$ cat src/rtl/aha_cg_pkg.sv
// Shared types and helpers for the clock-gate idle controller.
package aha_cg_pkg;

   // Controller states; 3-bit encoding leaves room for future states.
   typedef enum logic [2:0] {
      ST_RUN   = 3'd0,
      ST_COUNT = 3'd1,
      ST_REQ   = 3'd2,
      ST_GATED = 3'd3,
      ST_WAKE  = 3'd4
   } cg_state_t;

   // Default settling period after the clock is restored.
   localparam int WAKE_CYCLES_DEF = 2;

   // Output bundle, decoded purely from state so outputs can be registered.
   typedef struct packed {
      logic cg_en;
      logic stop_req;
      logic clk_ready;
      logic gated;
   } cg_out_t;

   function automatic cg_out_t cg_decode(cg_state_t s);
      cg_out_t o;
      o = '{cg_en: 1'b1, stop_req: 1'b0, clk_ready: 1'b1, gated: 1'b0};
      case (s)
         ST_REQ:   o.stop_req = 1'b1;
         ST_GATED: o = '{cg_en: 1'b0, stop_req: 1'b1, clk_ready: 1'b0, gated: 1'b1};
         ST_WAKE:  o = '{cg_en: 1'b1, stop_req: 1'b1, clk_ready: 1'b0, gated: 1'b0};
         default:  ;
      endcase
      return o;
   endfunction

   function automatic int max_int(int a, int b);
      return (a > b) ? a : b;
   endfunction

endpackage

$ cat src/rtl/aha_clock_gate_ctrl_if.sv
// Handshake between the gate controller and the gateable domain / ICG.
interface aha_clock_gate_ctrl_if;
   logic BUSY;
   logic WAKE_REQ;
   logic STOP_ACK;
   logic STOP_REQ;
   logic CG_EN;
   logic CLK_READY;
   logic GATED;

   // Controller side.
   modport master (
      input  BUSY, WAKE_REQ, STOP_ACK,
      output STOP_REQ, CG_EN, CLK_READY, GATED
   );

   // Domain side.
   modport slave (
      output BUSY, WAKE_REQ, STOP_ACK,
      input  STOP_REQ, CG_EN, CLK_READY, GATED
   );
endinterface

$ cat src/rtl/aha_sat_counter.sv
// Saturating up-counter with synchronous clear.
module aha_sat_counter #(
   parameter int W = 16
) (
   input  logic         clk,
   input  logic         clr,
   input  logic         inc,
   output logic [W-1:0] cnt
);

   // Clear wins; otherwise count up and stick at all-ones.
   always_ff @(posedge clk) begin
      if (clr)
         cnt <= '0;
      else if (inc && (cnt != {W{1'b1}}))
         cnt <= cnt + 1'b1;
   end

endmodule

$ cat src/rtl/aha_clock_gate_ctrl.sv
// Idle-detect controller driving the ICG enable for one gateable domain.
// Runs on the always-on clock; all outputs registered from next state.
module aha_clock_gate_ctrl
   import aha_cg_pkg::*;
#(
   parameter int CNT_W       = 8,
   parameter int WAKE_CYCLES = WAKE_CYCLES_DEF,
   parameter int EVT_W       = 16
) (
   input  logic                  CLK,
   input  logic                  RESET,
   input  logic                  ENABLE,
   input  logic [CNT_W-1:0]      IDLE_CYCLES,
   aha_clock_gate_ctrl_if.master dom,
   output logic [EVT_W-1:0]      GATE_EVENTS
);

   // Shared idle/wake counter must hold both the idle limit and WAKE_CYCLES-1.
   localparam int CW = max_int(CNT_W, $clog2(WAKE_CYCLES) + 1);
   localparam logic [CW-1:0] WAKE_LAST = CW'(WAKE_CYCLES - 1);

   cg_state_t        state, state_n;
   logic [CW-1:0]    cnt, cnt_n;
   logic [CNT_W-1:0] limit, limit_n;
   cg_out_t          outs_q;
   logic             wake;
   logic             gate_inc;

   assign wake = dom.BUSY | dom.WAKE_REQ | ~ENABLE;

   // Next-state, counter and limit update; abort always has priority.
   always_comb begin
      state_n  = state;
      cnt_n    = cnt;
      limit_n  = limit;
      gate_inc = 1'b0;
      case (state)
         ST_RUN: begin
            if (!wake) begin
               state_n = ST_COUNT;
               cnt_n   = '0;
               limit_n = IDLE_CYCLES;
            end
         end
         ST_COUNT: begin
            if (wake)
               state_n = ST_RUN;
            else if (cnt == CW'(limit))
               state_n = ST_REQ;
            else
               cnt_n = cnt + 1'b1;
         end
         ST_REQ: begin
            // No timeout: the domain may take as long as it needs to ack.
            if (wake)
               state_n = ST_RUN;
            else if (dom.STOP_ACK) begin
               state_n  = ST_GATED;
               gate_inc = 1'b1;
            end
         end
         ST_GATED: begin
            if (wake) begin
               state_n = ST_WAKE;
               cnt_n   = '0;
            end
         end
         ST_WAKE: begin
            // Settling always runs to completion regardless of activity.
            if (cnt == WAKE_LAST)
               state_n = ST_RUN;
            else
               cnt_n = cnt + 1'b1;
         end
         default: state_n = ST_RUN;
      endcase
   end

   // State register with outputs decoded from the next state.
   always_ff @(posedge CLK) begin
      if (RESET) begin
         state  <= ST_RUN;
         cnt    <= '0;
         limit  <= '0;
         outs_q <= cg_decode(ST_RUN);
      end else begin
         state  <= state_n;
         cnt    <= cnt_n;
         limit  <= limit_n;
         outs_q <= cg_decode(state_n);
      end
   end

   assign dom.CG_EN     = outs_q.cg_en;
   assign dom.STOP_REQ  = outs_q.stop_req;
   assign dom.CLK_READY = outs_q.clk_ready;
   assign dom.GATED     = outs_q.gated;

   aha_sat_counter #(.W(EVT_W)) u_evt_cnt (
      .clk (CLK),
      .clr (RESET),
      .inc (gate_inc),
      .cnt (GATE_EVENTS)
   );

endmodule

$ cat src/flat_wrapper.sv
// flat-port wrapper written by rule: the top's interface ports become plain ports
module aha_clock_gate_ctrl_flat import aha_cg_pkg::*;
#(
   parameter int CNT_W       = 8,
   parameter int WAKE_CYCLES = WAKE_CYCLES_DEF,
   parameter int EVT_W       = 16
)
  (CLK, RESET, ENABLE, IDLE_CYCLES, GATE_EVENTS, dom_BUSY, dom_WAKE_REQ, dom_STOP_ACK, dom_STOP_REQ, dom_CG_EN, dom_CLK_READY, dom_GATED);
  aha_clock_gate_ctrl_if dom_i ();
  input  logic CLK;
  input  logic RESET;
  input  logic ENABLE;
  input  logic [CNT_W-1:0] IDLE_CYCLES;
  output logic [EVT_W-1:0] GATE_EVENTS;
  input wire logic [$bits(dom_i.BUSY)-1:0] dom_BUSY;
  input wire logic [$bits(dom_i.WAKE_REQ)-1:0] dom_WAKE_REQ;
  input wire logic [$bits(dom_i.STOP_ACK)-1:0] dom_STOP_ACK;
  output wire logic [$bits(dom_i.STOP_REQ)-1:0] dom_STOP_REQ;
  output wire logic [$bits(dom_i.CG_EN)-1:0] dom_CG_EN;
  output wire logic [$bits(dom_i.CLK_READY)-1:0] dom_CLK_READY;
  output wire logic [$bits(dom_i.GATED)-1:0] dom_GATED;
  assign dom_i.BUSY = dom_BUSY;
  assign dom_i.WAKE_REQ = dom_WAKE_REQ;
  assign dom_i.STOP_ACK = dom_STOP_ACK;
  assign dom_STOP_REQ = dom_i.STOP_REQ;
  assign dom_CG_EN = dom_i.CG_EN;
  assign dom_CLK_READY = dom_i.CLK_READY;
  assign dom_GATED = dom_i.GATED;
  aha_clock_gate_ctrl #(.CNT_W(CNT_W), .WAKE_CYCLES(WAKE_CYCLES), .EVT_W(EVT_W)) u_core (.CLK(CLK), .RESET(RESET), .ENABLE(ENABLE), .IDLE_CYCLES(IDLE_CYCLES), .dom(dom_i), .GATE_EVENTS(GATE_EVENTS));
endmodule
$ cat config.mk
export PLATFORM = sky130hd
export DESIGN_NAME = aha_clock_gate_ctrl_flat
export DESIGN_NICKNAME = d
export VERILOG_FILES = /design/src/rtl/aha_cg_pkg.sv /design/src/rtl/aha_clock_gate_ctrl_if.sv /design/src/rtl/aha_sat_counter.sv /design/src/rtl/aha_clock_gate_ctrl.sv /design/src/flat_wrapper.sv
export SDC_FILE = /design/constraint.sdc
export NUM_CORES = 1
export LEC_CHECK = 0
export CAP_MARGIN = 15
export CORE_MARGIN = 2
export CORE_UTILIZATION = 30
export DETAILED_ROUTE_END_ITERATION = 8
export PLACE_DENSITY = 0.61
export SLEW_MARGIN = 20
export SYNTH_ARGS = -nofsm -noshare
export SYNTH_HDL_FRONTEND = slang
export SYNTH_SLANG_ARGS = --single-unit
export TNS_END_PERCENT = 10
$ cat constraint.sdc
create_clock -name CLK -period 4 [get_ports CLK]
set_input_delay 0.6 -clock CLK [delete_from_list [all_inputs] [get_ports CLK]]
set_output_delay 0.6 -clock CLK [all_outputs]
set_load 0.01 [all_outputs]
# Word level (Yosys, flattened, before mapping)
# Index checks and enable logic that the tools add are counted.
# Widths: inputs -> output; s select.
dict set report totals {
  elab_cells 55
  out_inout_bits 20
  regBits 39
}
dict set report op_classes {
  n_mux 20
  add_sub_neg 2
  n_bitwise 4
  n_eq_ne 15
  n_reduce_logical 6
}
# cell n
set op_table {}
lappend op_table {{$mux 8} 5}
lappend op_table {{$pmux 8 s4} 1}
lappend op_table {{$mux 3} 7}
lappend op_table {{$add 16x1->16 const B} 1}
lappend op_table {{$ne 16x16->1 const B} 1}
lappend op_table {{$pmux 3 s5} 1}
lappend op_table {{$eq 3x2->1 const B} 4}
lappend op_table {{$add 8x1->8 const B} 1}
lappend op_table {{$eq 8x1->1 const B} 1}
lappend op_table {{$eq 8x8->1} 1}
lappend op_table {{$ne 2x2->1 const B} 4}
lappend op_table {{$eq 3x3->1 const B} 2}
lappend op_table {{$reduce_and 6->1} 1}
lappend op_table {{$mux 1} 5}
lappend op_table {{$pmux 2 s2} 1}
lappend op_table {{$reduce_bool 4->1} 1}
lappend op_table {{$eq 3x1->1 const B} 1}
lappend op_table {{$logic_not 3->1} 1}
lappend op_table {{$reduce_or 3->1} 1}
lappend op_table {{$ne 2x1->1 const B} 1}
lappend op_table {{$not 1->1} 2}
lappend op_table {{$or 1x1->1} 2}
lappend op_table {{$reduce_and 2->1} 1}
lappend op_table {{$logic_and 1x1->1} 1}

# Logic depth before layout (Yosys ltp)
# Gate-level depths: netlist of run 1.
dict set report depth {
  ltp_word 7
  depth_mapped 7
  depth_no_buf 7
}

# Modules after synthesis
# A second synthesis of run 1 with hierarchy kept.
dict set report unflattened {
  cells_unflattened 215
  area_unflattened_um2 1901.8
}
# module cells_per_inst seq_area_each_um2 area_each_um2 instances
set by_module_without_submodules {}
lappend by_module_without_submodules {aha_clock_gate_ctrl 116 460.4 1053.5 1}
lappend by_module_without_submodules {aha_sat_counter 99 320.3 848.3 1}

# Worst setup path before layout of run 1
# OpenSTA, ideal clock, no wires.
dict set report synth_path {
  path_kind {in2reg}
  from {input port dom_WAKE_REQ}
  to {register u_core.cnt[7]}
  t_arrival_ns 1.920
  slack_ns 2.009
  cell_stages 6
  cell_sequence {or4b_4 nor3_4 buf_6 nor3_2 a211oi_2 mux2i_1}
}
dict set report synth_via {
  elab_chain_len 4
  elab_cells_between_ends 6
}
# item line_no
set synth_lines {}
lappend synth_lines {{start: declaration} flat_wrapper.sv:16} ;# input wire logic [$bits(dom_i.WAKE_REQ)-1:0] dom_WAKE_REQ;
lappend synth_lines {{$or 1x1->1 (*) (2 in a row)} aha_clock_gate_ctrl.sv:29} ;# assign wake = dom.BUSY | dom.WAKE_REQ | ~ENABLE;
lappend synth_lines {{$ne 2x1->1 (no line) / $ne 2x2->1 (equally long branches)} n/a}
lappend synth_lines {{$reduce_and 6->1 (no line) (*)} n/a}
lappend synth_lines {{end signal: assignment} aha_clock_gate_ctrl.sv:88} ;# cnt <= cnt_n;
lappend synth_lines {{end: declaration} aha_clock_gate_ctrl.sv:23} ;# logic [CW-1:0] cnt, cnt_n;
# Mark *: on every way between the ends. The rest lies on a longest branch, timed or not.
# A chain may end at the register's enable or synchronous reset.

# Worst setup path after layout of run 1
# Same ends and word-level chain as after synthesis.

==> qor.txt, run 1 <==
max-cap violations: 0
outcome: complete, no violations
Main synth FF type: dfxtp_1
most frequent cells after synthesis: dfxtp_1 (39), nand2_1 (31), nor2_1 (21), xnor2_1 (21), a21oi_1 (17)
Clock Path Buffers: 2
Post-synth EDFFs: 0
nets: 278
chip width: 84.3 µm
Filler Cells Inserted: 632
number of post-CTS setup repair buffers: 0
Max FO, Critical Path: 11
placement row count: 29
Fin Clk Skew: 0.00518 ns
Syn Std Cell Area: 1930 µm²
ant diodes: 0
Yosys top cell area share: 40.4%
critical path type: input pin to flip-flop
die height: 84.3 µm
Initial Util: 30.8%
Root Driver: clkbuf_8
Pwr per Cell Area: 295 nW/µm²
initial antenna violation count: 0
Slew @ Worst Pin: 0.737 ns
Final Power: 0.715 mW
Top Ports: 34
worst-path cell chain: clkdlybuf4s50_1, or4b_4, nor3_4, nor3_2, a211oi_2, mux2i_1
Clock Latency Late Sink: 0.29 ns
Vias/cell: 4.97
setup TNS: 0 ns
dominant cell type by area after synthesis: dfxtp_1
Yosys Warn Count: 0
CP max stage cell: or4b_4
Combinational Power Share: 6.9%
fin crit period: 2.40 ns
final slew viol count: 0
crit end category: flip-flop
syn avg cell area: 8.48 µm²
CTS tree: done
sequential share of the synthesized area: 40.4%
die area: 7100 µm²
Worst EP required: 4.22 ns
post-route ant nets: 0
Core Area: 6280 µm²
critical path data arrival time: 2.62 ns
drt drc: 0
P&R area growth vs syn: 25.5%
Max-slew headroom: 50.7%
Starting DRT DRC Count: 111
syn_nets: 245
type of the worst min-delay path: flip-flop to flip-flop
Sw Ratio: 22.8%
Critical Path Max Stage Delay: 0.57 ns
setup violators final: 0
part of the cycle the worst path needs: 60.0%
WL/cell: 12.4 µm
largest net degree at the start of global routing: 31
layout cell share with drive strength beyond 1: 7.28%
HPWL after DPL: 3060 µm
#FFs+latches synth: 39
share of power burned in registers: 55.4%
First-pass DRT Iterations: 4
switching power: 0.163 mW
count leader, synth: dfxtp_1
CP Launch Type: input pin
H-tree lvl count: 2
vias in the first global route: 1653
final WL: 4210 µm
post-synthesis cell count: 228
number of CTS-inserted buffers: 5
RSZ-0062 raised after global routing: false
Leak: 0.786 nW
Async S/R FF share, synth: 0%
Cell variety after synth: 37
post-route cell area: 2430 µm²
DP Area: 2340 µm²
port buffer count: 33
fmax: 416 MHz
Max VDD drop: 0.139 mV
gr ovfl total: 0
Int Power: 0.552 mW
clock share of power: 37.7%
hold slack: 0.475 ns
GP Congestion: 0.800
Fin. Hold Viols: 0
vias: 1679
GRT Overall Usage: 12.6%
first-pass GRT wire length: 7400 µm
# resized after CTS: 0
Sink Count: 39
CTS Hold Bufs: 0
clk slew on worst S/H paths: 0.07 ns
top cells by area, synth: dfxtp_1 (40%), xnor2_1 (9.5%), nand2_1 (6.0%), a21oi_1 (4.4%), nor2_1 (4.1%)
[registers in the layout, summed over array words and instances, names as in the netlist]
register / cells
u_core.u_evt_cnt.cnt: 16
u_core.dom.STOP_REQ: 1
u_core.dom.CLK_READY: 1
u_core.dom.GATED: 1
u_core.dom.CG_EN: 1
u_core.limit: 8
u_core.state: 3
u_core.cnt: 8
[stage by stage]
stage / worst slack [ns] / cells / util [%]
4_1_cts: 1.58 / 338 / 38.6
3_5_place_dp: 1.28 / 331 / 37.3
5_1_grt: 1.51 / 338 / 38.6
3_3_place_gp: 1.30 / 331 / 37.2
6_report: 1.60 / 338 / 38.6
2_1_floorplan: 2.01 / 228 / -
[cell usage in the layout, fill, tap and decap left out, types with 2 or more instances in the layout]
cell type        instances
inv_1                    6
dfxtp_1                 39
clkbuf_8                 6
clkdlybuf4s50_1         33
mux2i_1                  7
nor4b_1                  2
and4_1                   2
a211oi_1                 3
ha_1                     3
and3b_1                  2
xnor2_1                 21
nor4_1                   7
buf_4                    2
and3_1                   6
nand2b_1                 6
o21a_1                   2
nand2_1                 31
nand3_1                 10
o21ai_1                  2
o21ai_0                  5
nor3_1                   7
nand3b_1                 2
nor3_2                   2
a21oi_1                 17
nor2_1                  21
nand4_1                  4
[final cells by class]
cell class | count | area (µm²) | area share, %
Tap cell | 77 | 96.3 | 3.97
Clock buffer | 6 | 82.6 | 3.40
Sequential cell | 39 | 781 | 32.2
Multi-Input combinational cell | 174 | 1090 | 45.1
Timing Repair Buffer | 35 | 345 | 14.2
Clock inverter | 1 | 5.00 | 0.206
Inverter | 6 | 22.5 | 0.928
[path summary, 6_finish.rpt]
path | start | endpoint | slack, ns | cells past startpoint
setup / recovery | dom_WAKE_REQ | u_core.cnt[7] | 1.60 | 6
setup reg to reg | u_core.cnt[1] | u_core.cnt[7] | 1.88 | 7
hold / removal | u_core.limit[3] | u_core.limit[3] | 0.48 | 2
hold reg to reg | u_core.limit[3] | u_core.limit[3] | 0.48 | 2
[routing by layer]
metal,up-vias,part of all wire [%],global-route usage (%)
met3,6,4.8,4.23
met2,28,49,21.6
li1,862,-,-
met5,-,0,0
met1,783,45,14.8
met4,0,1.4,4.11
[power groups by stage]
stage	Combinational, mW	Sequential, mW	Clock [mW]
6_report	0.0494	0.396	0.270
5_1_grt	0.0548	0.397	0.298
4_1_cts	0.0503	0.396	0.279
3_5_place_dp	0.0501	0.405	0
3_3_place_gp	0.0497	0.405	0
2_1_floorplan	0.0306	0.403	0
[kinds of logic (layout without fill, tap and decap cells)]
logic type / after synthesis / count (layout) / share of synthesized area, %
DFF: 39 / 39 / 40.4
buffers and inverters: 15 / 48 / 3.30
xor gates and xnor gates: 21 / 21 / 9.51
AOI/OAI and AO/OA: 35 / 35 / 11.5
adders and majority gates: 3 / 3 / 1.94
muxes: 7 / 7 / 3.62
and+or+nand+nor: 108 / 108 / 29.8
[critical path, delay by kind of cell]
family,cells,cell delay (ns)
AOI/OAI and AO/OA,1,0.27
buffers and inverters,1,0.45
muxes,1,0.20
and+or+nand+nor,3,1.10
Power figures use the tool's default switching activity.
==> run 2: changes to the inputs <==
==> constraint.sdc (replaced) <==
create_clock -name CLK -period 2.3 [get_ports CLK]
set_input_delay 0.345 -clock CLK [delete_from_list [all_inputs] [get_ports CLK]]
set_output_delay 0.345 -clock CLK [all_outputs]
set_load 0.01 [all_outputs]
==> run 2 against run 1 <==
Effect of this change: clock power increased by 66%; non-clock buffer count is 6 higher; wire length grew 2.9%; global-route usage is 0.45 points higher; sequential power grew 74%; hold slack worse by 0.0022 ns; largest cell class unchanged; highest routed layer unchanged.
==> qor.txt, run 2 (same netlist as run 1, synthesis figures left out) <==
outcome: complete, no violations
fmax: 495 MHz
nets: 284 (+2.2%)
Pwr per Cell Area: 499 nW/µm² (+69%)
hold slack: 0.473 ns (-0.00224 ns)
initial antenna violation count: 0 (unchanged)
layout cell share with drive strength beyond 1: 9.33% (+2.0 points)
setup TNS: 0 ns (unchanged)
CP Launch Type: input pin
Root Driver: clkbuf_8
Fin Clk Skew: 0.00356 ns (-0.00162 ns)
final WL: 4330 µm (+2.9%)
CP max stage cell: or4b_4
Initial Util: 30.8% (unchanged)
number of post-CTS setup repair buffers: 0 (unchanged)
pre-CTS setup slack: -0.0147 ns (-1.29 ns)
Worst EP required: 2.53 ns (-1.69 ns)
CP delay by family, top: simple AND/OR/NAND/NOR gates
DP Area: 2380 µm² (+1.7%)
CTS Hold Bufs: 0 (unchanged)
Starting DRT DRC Count: 94 (-15%)
Max VDD drop: 0.268 mV (+92%)
# resized after CTS: 0 (unchanged)
first-pass GRT wire length: 7610 µm (+2.8%)
top flop regs: u_core.u_evt_cnt.cnt: 16 flops, u_core.cnt: 8 flops, u_core.limit: 8 flops
First-pass DRT Iterations: 4 (unchanged)
Leak: 0.816 nW (+3.9%)
placement row count: 29 (unchanged)
vias in the first global route: 1628 (-1.5%)
HPWL after DPL: 3110 µm (+1.6%)
type of the worst min-delay path: flip-flop to flip-flop
drt drc: 0 (unchanged)
Most flops, register: u_core.u_evt_cnt.cnt
Clock Latency Late Sink: 0.29 ns (about the same)
H-tree lvl count: 2 (unchanged)
Core Area: 6280 µm² (unchanged)
die height: 84.3 µm (unchanged)
GP Congestion: 0.787 (-1.6%)
worst-path cell chain: clkdlybuf4s50_1, or4b_4, nor2_1, o21ai_0, a211oi_2, mux2i_1
number of CTS-inserted buffers: 5 (unchanged)
fin crit period: 2.02 ns
die area: 7100 µm² (unchanged)
Critical Path Max Stage Delay: 0.58 ns (about the same)
port buffer count: 33 (unchanged)
critical path data arrival time: 2.25 ns (-0.37 ns)
post-route cell area: 2460 µm² (+1.5%)
part of the cycle the worst path needs: 87.9%
P&R area growth vs syn: 27.4%
clk slew on worst S/H paths: 0.07 ns (about the same)
max reg flops: 16 (unchanged)
Top Ports: 34 (unchanged)
Slew @ Worst Pin: 0.536 ns (-0.201 ns)
Clock Path Buffers: 2 (unchanged)
ant diodes: 0 (unchanged)
vias: 1717 (+2.3%)
GRT Overall Usage: 13.0% (+0.45 points)
fin worst setup slack: 0.279 ns (-1.32 ns)
Vias/cell: 4.98 (+0.19%)
fin util: 39.2% (+0.58 points)
Sink Count: 39 (unchanged)
gr ovfl total: 0 (unchanged)
largest net degree at the start of global routing: 30 (-3.2%)
chip width: 84.3 µm (unchanged)
Fin. Hold Viols: 0 (unchanged)
post-route ant nets: 0 (unchanged)
Buf/Inv on CP: 1 (unchanged)
critical path type: input pin to flip-flop
RSZ-0062 raised after global routing: false
max-cap violations: 0 (unchanged)
most common cell after layout, fill and taps aside: dfxtp_1
crit end category: flip-flop
most frequent cells in the layout: dfxtp_1 (39), clkdlybuf4s50_1 (33), nand2_1 (31)
Max FO, Critical Path: 4 (-7)
setup violators final: 0 (unchanged)
CTS tree: done
WL/cell: 12.5 µm (+0.84%)
Max-slew headroom: 63.8% (+13 points)
final slew viol count: 0 (unchanged)
run 2: changes by cell type in the layout (fill, tap and decap cells not counted), sizes merged:
cell,delta
buf,+6
clkbuf,-1
clkinv,+2
run 2: layout make-up:
cell class / count / area, µm²
repair buffers: 41 / 390
fillers: 639 / 3810
multi-input cells: 174 / 1090
inverters: 6 / 22.5
clock buffers: 5 / 68.8
clock inverters: 3 / 15.0
well taps: 77 / 96.3
flip-flops and latches: 39 / 781
run 2: report_power, final:
group	switching, mW	internal [mW]	leakage [nW]
registers	0.00736	0.681	0.315
logic	0.0447	0.0456	0.454
clock network	0.241	0.207	0.0477
total	0.294	0.934	0.816
run 2: metal layers:
layer | vias to the layer above | track usage (%) | part of all wire (%) | wire, µm
met2 | 32 | 21.2 | 48 | 2070
met1 | 802 | 16.7 | 47 | 2030
li1 | 878 | - | - | -
met4 | 0 | 4.40 | 1.3 | 55
met3 | 5 | 3.54 | 4.0 | 173
met5 | - | 0 | 0 | 0
run 2: final timing paths:
path                   startpoint              end  slack, ns  depth (start not counted)
setup / recovery     dom_WAKE_REQ    u_core.cnt[7]       0.28                          6
hold / removal    u_core.limit[0]  u_core.limit[0]       0.47                          2
setup reg to reg    u_core.cnt[0]    u_core.cnt[0]       0.32                          7
hold reg to reg   u_core.limit[0]  u_core.limit[0]       0.47                          2
run 2: tightest hold or removal path: stages (launching register included):
cell and delay, ns:
dfxtp_1 0.32, nand2_1 0.05, a21oi_1 0.05
run 2: per-stage QoR:
step | instances | total power, mW
global route | 345 | 1.29
detailed placement | 337 | 0.796
finish | 345 | 1.23
CTS | 345 | 1.24
floorplan | 228 | 0.755
global placement | 337 | 0.795
==> run 3: changes to the inputs <==
--- a/config.mk
+++ b/config.mk
@@ -6,6 +6,7 @@
 export NUM_CORES = 1
 export LEC_CHECK = 0
 export CAP_MARGIN = 15
+export CORE_ASPECT_RATIO = 1.25
 export CORE_MARGIN = 2
 export CORE_UTILIZATION = 30
 export DETAILED_ROUTE_END_ITERATION = 8
==> run 3 against run 2 <==
Effect of this change: sequential power barely moved; wire length fell by 1.4%; clock skew rose by 0.0030 ns; clock power rose by 33%; core utilization rose by 1.2 points; critical path depth did not move; first-iteration DRC count fell by 49%; die area barely moved; final area rose by 1.8%; via count fell by 1.2%; hold slack got worse by 0.0019 ns; combinational power rose by 0.7%.
==> qor.txt, run 3 (same netlist as run 1, synthesis figures left out) <==
crit end category: flip-flop
gr ovfl total: 0 (unchanged)
HPWL after DPL: 3150 µm (+1.3%)
RSZ-0062 raised after global routing: false
Max FO, Critical Path: 4 (unchanged)
Top Ports: 34 (unchanged)
nets: 284 (unchanged)
Clock Latency Late Sink: 0.29 ns (about the same)
DP Area: 2390 µm² (+0.42%)
setup TNS: 0 ns (unchanged)
fmax: 494 MHz (-0.24%)
First-pass DRT Iterations: 4 (unchanged)
Max-slew headroom: 69.2% (+5.4 points)
Leak: 0.830 nW (+1.8%)
Worst EP required: 2.52 ns (about the same)
Critical Path Max Stage Delay: 0.57 ns (about the same)
GRT Overall Usage: 13.1% (+0.091 points)
critical path data arrival time: 2.25 ns (about the same)
Sw Ratio: 21.7% (-2.3 points)
port buffer count: 33 (unchanged)
Filler Cells Inserted: 638 (-0.16%)
drt drc: 0 (unchanged)
fin worst setup slack: 0.274 ns (-0.00480 ns)
final slew viol count: 0 (unchanged)
first-pass GRT wire length: 7280 µm (-4.3%)
final WL: 4270 µm (-1.4%)
placement row count: 32 (+10%)
ant diodes: 0 (unchanged)
most frequent cells in the layout: dfxtp_1 (39), clkdlybuf4s50_1 (33), nand2_1 (31)
number of CTS-inserted buffers: 5 (unchanged)
WL/cell: 12.1 µm (-3.6%)
Root Driver: clkbuf_8
number of post-CTS setup repair buffers: 0 (unchanged)
CTS Hold Bufs: 0 (unchanged)
switching power: 0.298 mW (+1.5%)
post-route ant nets: 0 (unchanged)
outcome: complete, no violations
most common cell after layout, fill and taps aside: dfxtp_1
share of power burned in registers: 50.0% (-6.1 points)
Fin Clk Skew: 0.00658 ns (+0.00302 ns)
Combinational Power Share: 6.6% (-0.8 points)
Sink Count: 39 (unchanged)
part of the cycle the worst path needs: 88.1% (+0.21 points)
die area: 7110 µm² (about the same)
top flop regs: u_core.u_evt_cnt.cnt: 16 flops, u_core.cnt: 8 flops, u_core.limit: 8 flops
type of the worst min-delay path: flip-flop to flip-flop
Clock Path Buffers: 2 (unchanged)
Max VDD drop: 0.422 mV (+57%)
setup violators final: 0 (unchanged)
H-tree lvl count: 2 (unchanged)
CP max stage cell: or4b_4
Vias/cell: 4.80 (-3.5%)
Starting DRT DRC Count: 48 (-49%)
CTS tree: done
Buf/Inv on CP: 1 (unchanged)
Placed Cells incl. Taps: 345 (+2.4%)
Most flops, register: u_core.u_evt_cnt.cnt
clk slew on worst S/H paths: 0.08 ns (about the same)
worst-path cell chain: clkdlybuf4s50_1, or4b_4, nor2_1, o21ai_0, a211oi_2, mux2i_1
vias in the first global route: 1655 (+1.7%)
largest net degree at the start of global routing: 19 (-37%)
chip width: 75.8 µm (-10%)
Fin. Hold Viols: 0 (unchanged)
critical path type: input pin to flip-flop
pre-CTS setup slack: -0.0130 ns (+0.00167 ns)
Core Area: 6210 µm² (-1.1%)
fin cells: 353 (+2.3%)
FF/Latch Area: 781 µm² (unchanged)
Slew @ Worst Pin: 0.457 ns (-0.0789 ns)
initial antenna violation count: 0 (unchanged)
Int Power: 1.08 mW (+15%)
post-route cell area: 2510 µm² (+1.8%)
layout cell share with drive strength beyond 1: 9.33% (unchanged)
die height: 93.7 µm (+11%)
Initial Util: 31.1% (+0.35 points)
clock share of power: 43.4% (+6.8 points)
Final Power: 1.38 mW (+12%)
area occupied by multi-input gates: 1090 µm² (unchanged)
# resized after CTS: 0 (unchanged)
CP delay by family, top: simple AND/OR/NAND/NOR gates
max reg flops: 16 (unchanged)
Pwr per Cell Area: 549 nW/µm² (+10%)
GP Congestion: 0.833 (+5.8%)
vias: 1696 (-1.2%)
fin crit period: 2.03 ns (+0.00480 ns)
P&R area growth vs syn: 29.6%
max-cap violations: 0 (unchanged)
CP Launch Type: input pin
[run 3: changes by cell type in the layout (fill, tap and decap cells not counted)]
cell       change
bufinv_16      +1
clkinv_2       -2
clkbuf_8       +1
[run 3: worst paths after layout]
kind / startpoint / endpoint / slack (ns) / depth (start not counted)
worst max-delay path: dom_WAKE_REQ / u_core.cnt[7] / 0.27 / 6
worst min-delay path: u_core.limit[6] / u_core.limit[6] / 0.47 / 2
worst max register to register: u_core.cnt[0] / u_core.cnt[2] / 0.36 / 7
worst min register to register: u_core.limit[6] / u_core.limit[6] / 0.47 / 2
[run 3: worst register-to-register path: stages (launching register included)]
cell	delay [ns]
dfxtp_1	0.43
ha_1	0.17
nor4b_1	0.25
a2111oi_1	0.13
buf_4	0.16
or3_4	0.36
o21ai_1	0.19
mux2i_1	0.19
[run 3: area by class of cell]
class	instances	area share (%)
Clock buffer	6	3.30
Multi-Input combinational cell	174	43.4
Tap cell	85	4.24
Timing Repair Buffer	41	15.6
Sequential cell	39	31.2
Inverter	6	0.899
Clock inverter	2	1.40
[run 3: power groups by stage]
| stage | registers, mW | logic [mW] | clock network [mW] |
|---|---|---|---|
| 5_1_grt | 0.689 | 0.101 | 0.640 |
| 4_1_cts | 0.688 | 0.0918 | 0.614 |
| 2_1_floorplan | 0.702 | 0.0532 | 0 |
| 3_3_place_gp | 0.704 | 0.0905 | 0 |
| 3_5_place_dp | 0.704 | 0.0913 | 0 |
| 6_report | 0.688 | 0.0910 | 0.597 |
[run 3: metal layers]
layer  vias to the layer above  track usage, %  wire (µm)
met1                       777            15.7       1870
met5                         -               0          0
met4                         0            4.53         81
li1                        876               -          -
met3                         7            3.33        165
met2                        36            22.2       2150
[run 3: per-stage QoR]
step | hold WS, ns | utilization, %
after floorplan | 0.450 | -
after global placement | 0.462 | 38.5
after detailed placement | 0.465 | 38.5
after CTS | 0.476 | 40.4
after global routing | 0.496 | 40.4
final | 0.471 | 40.4
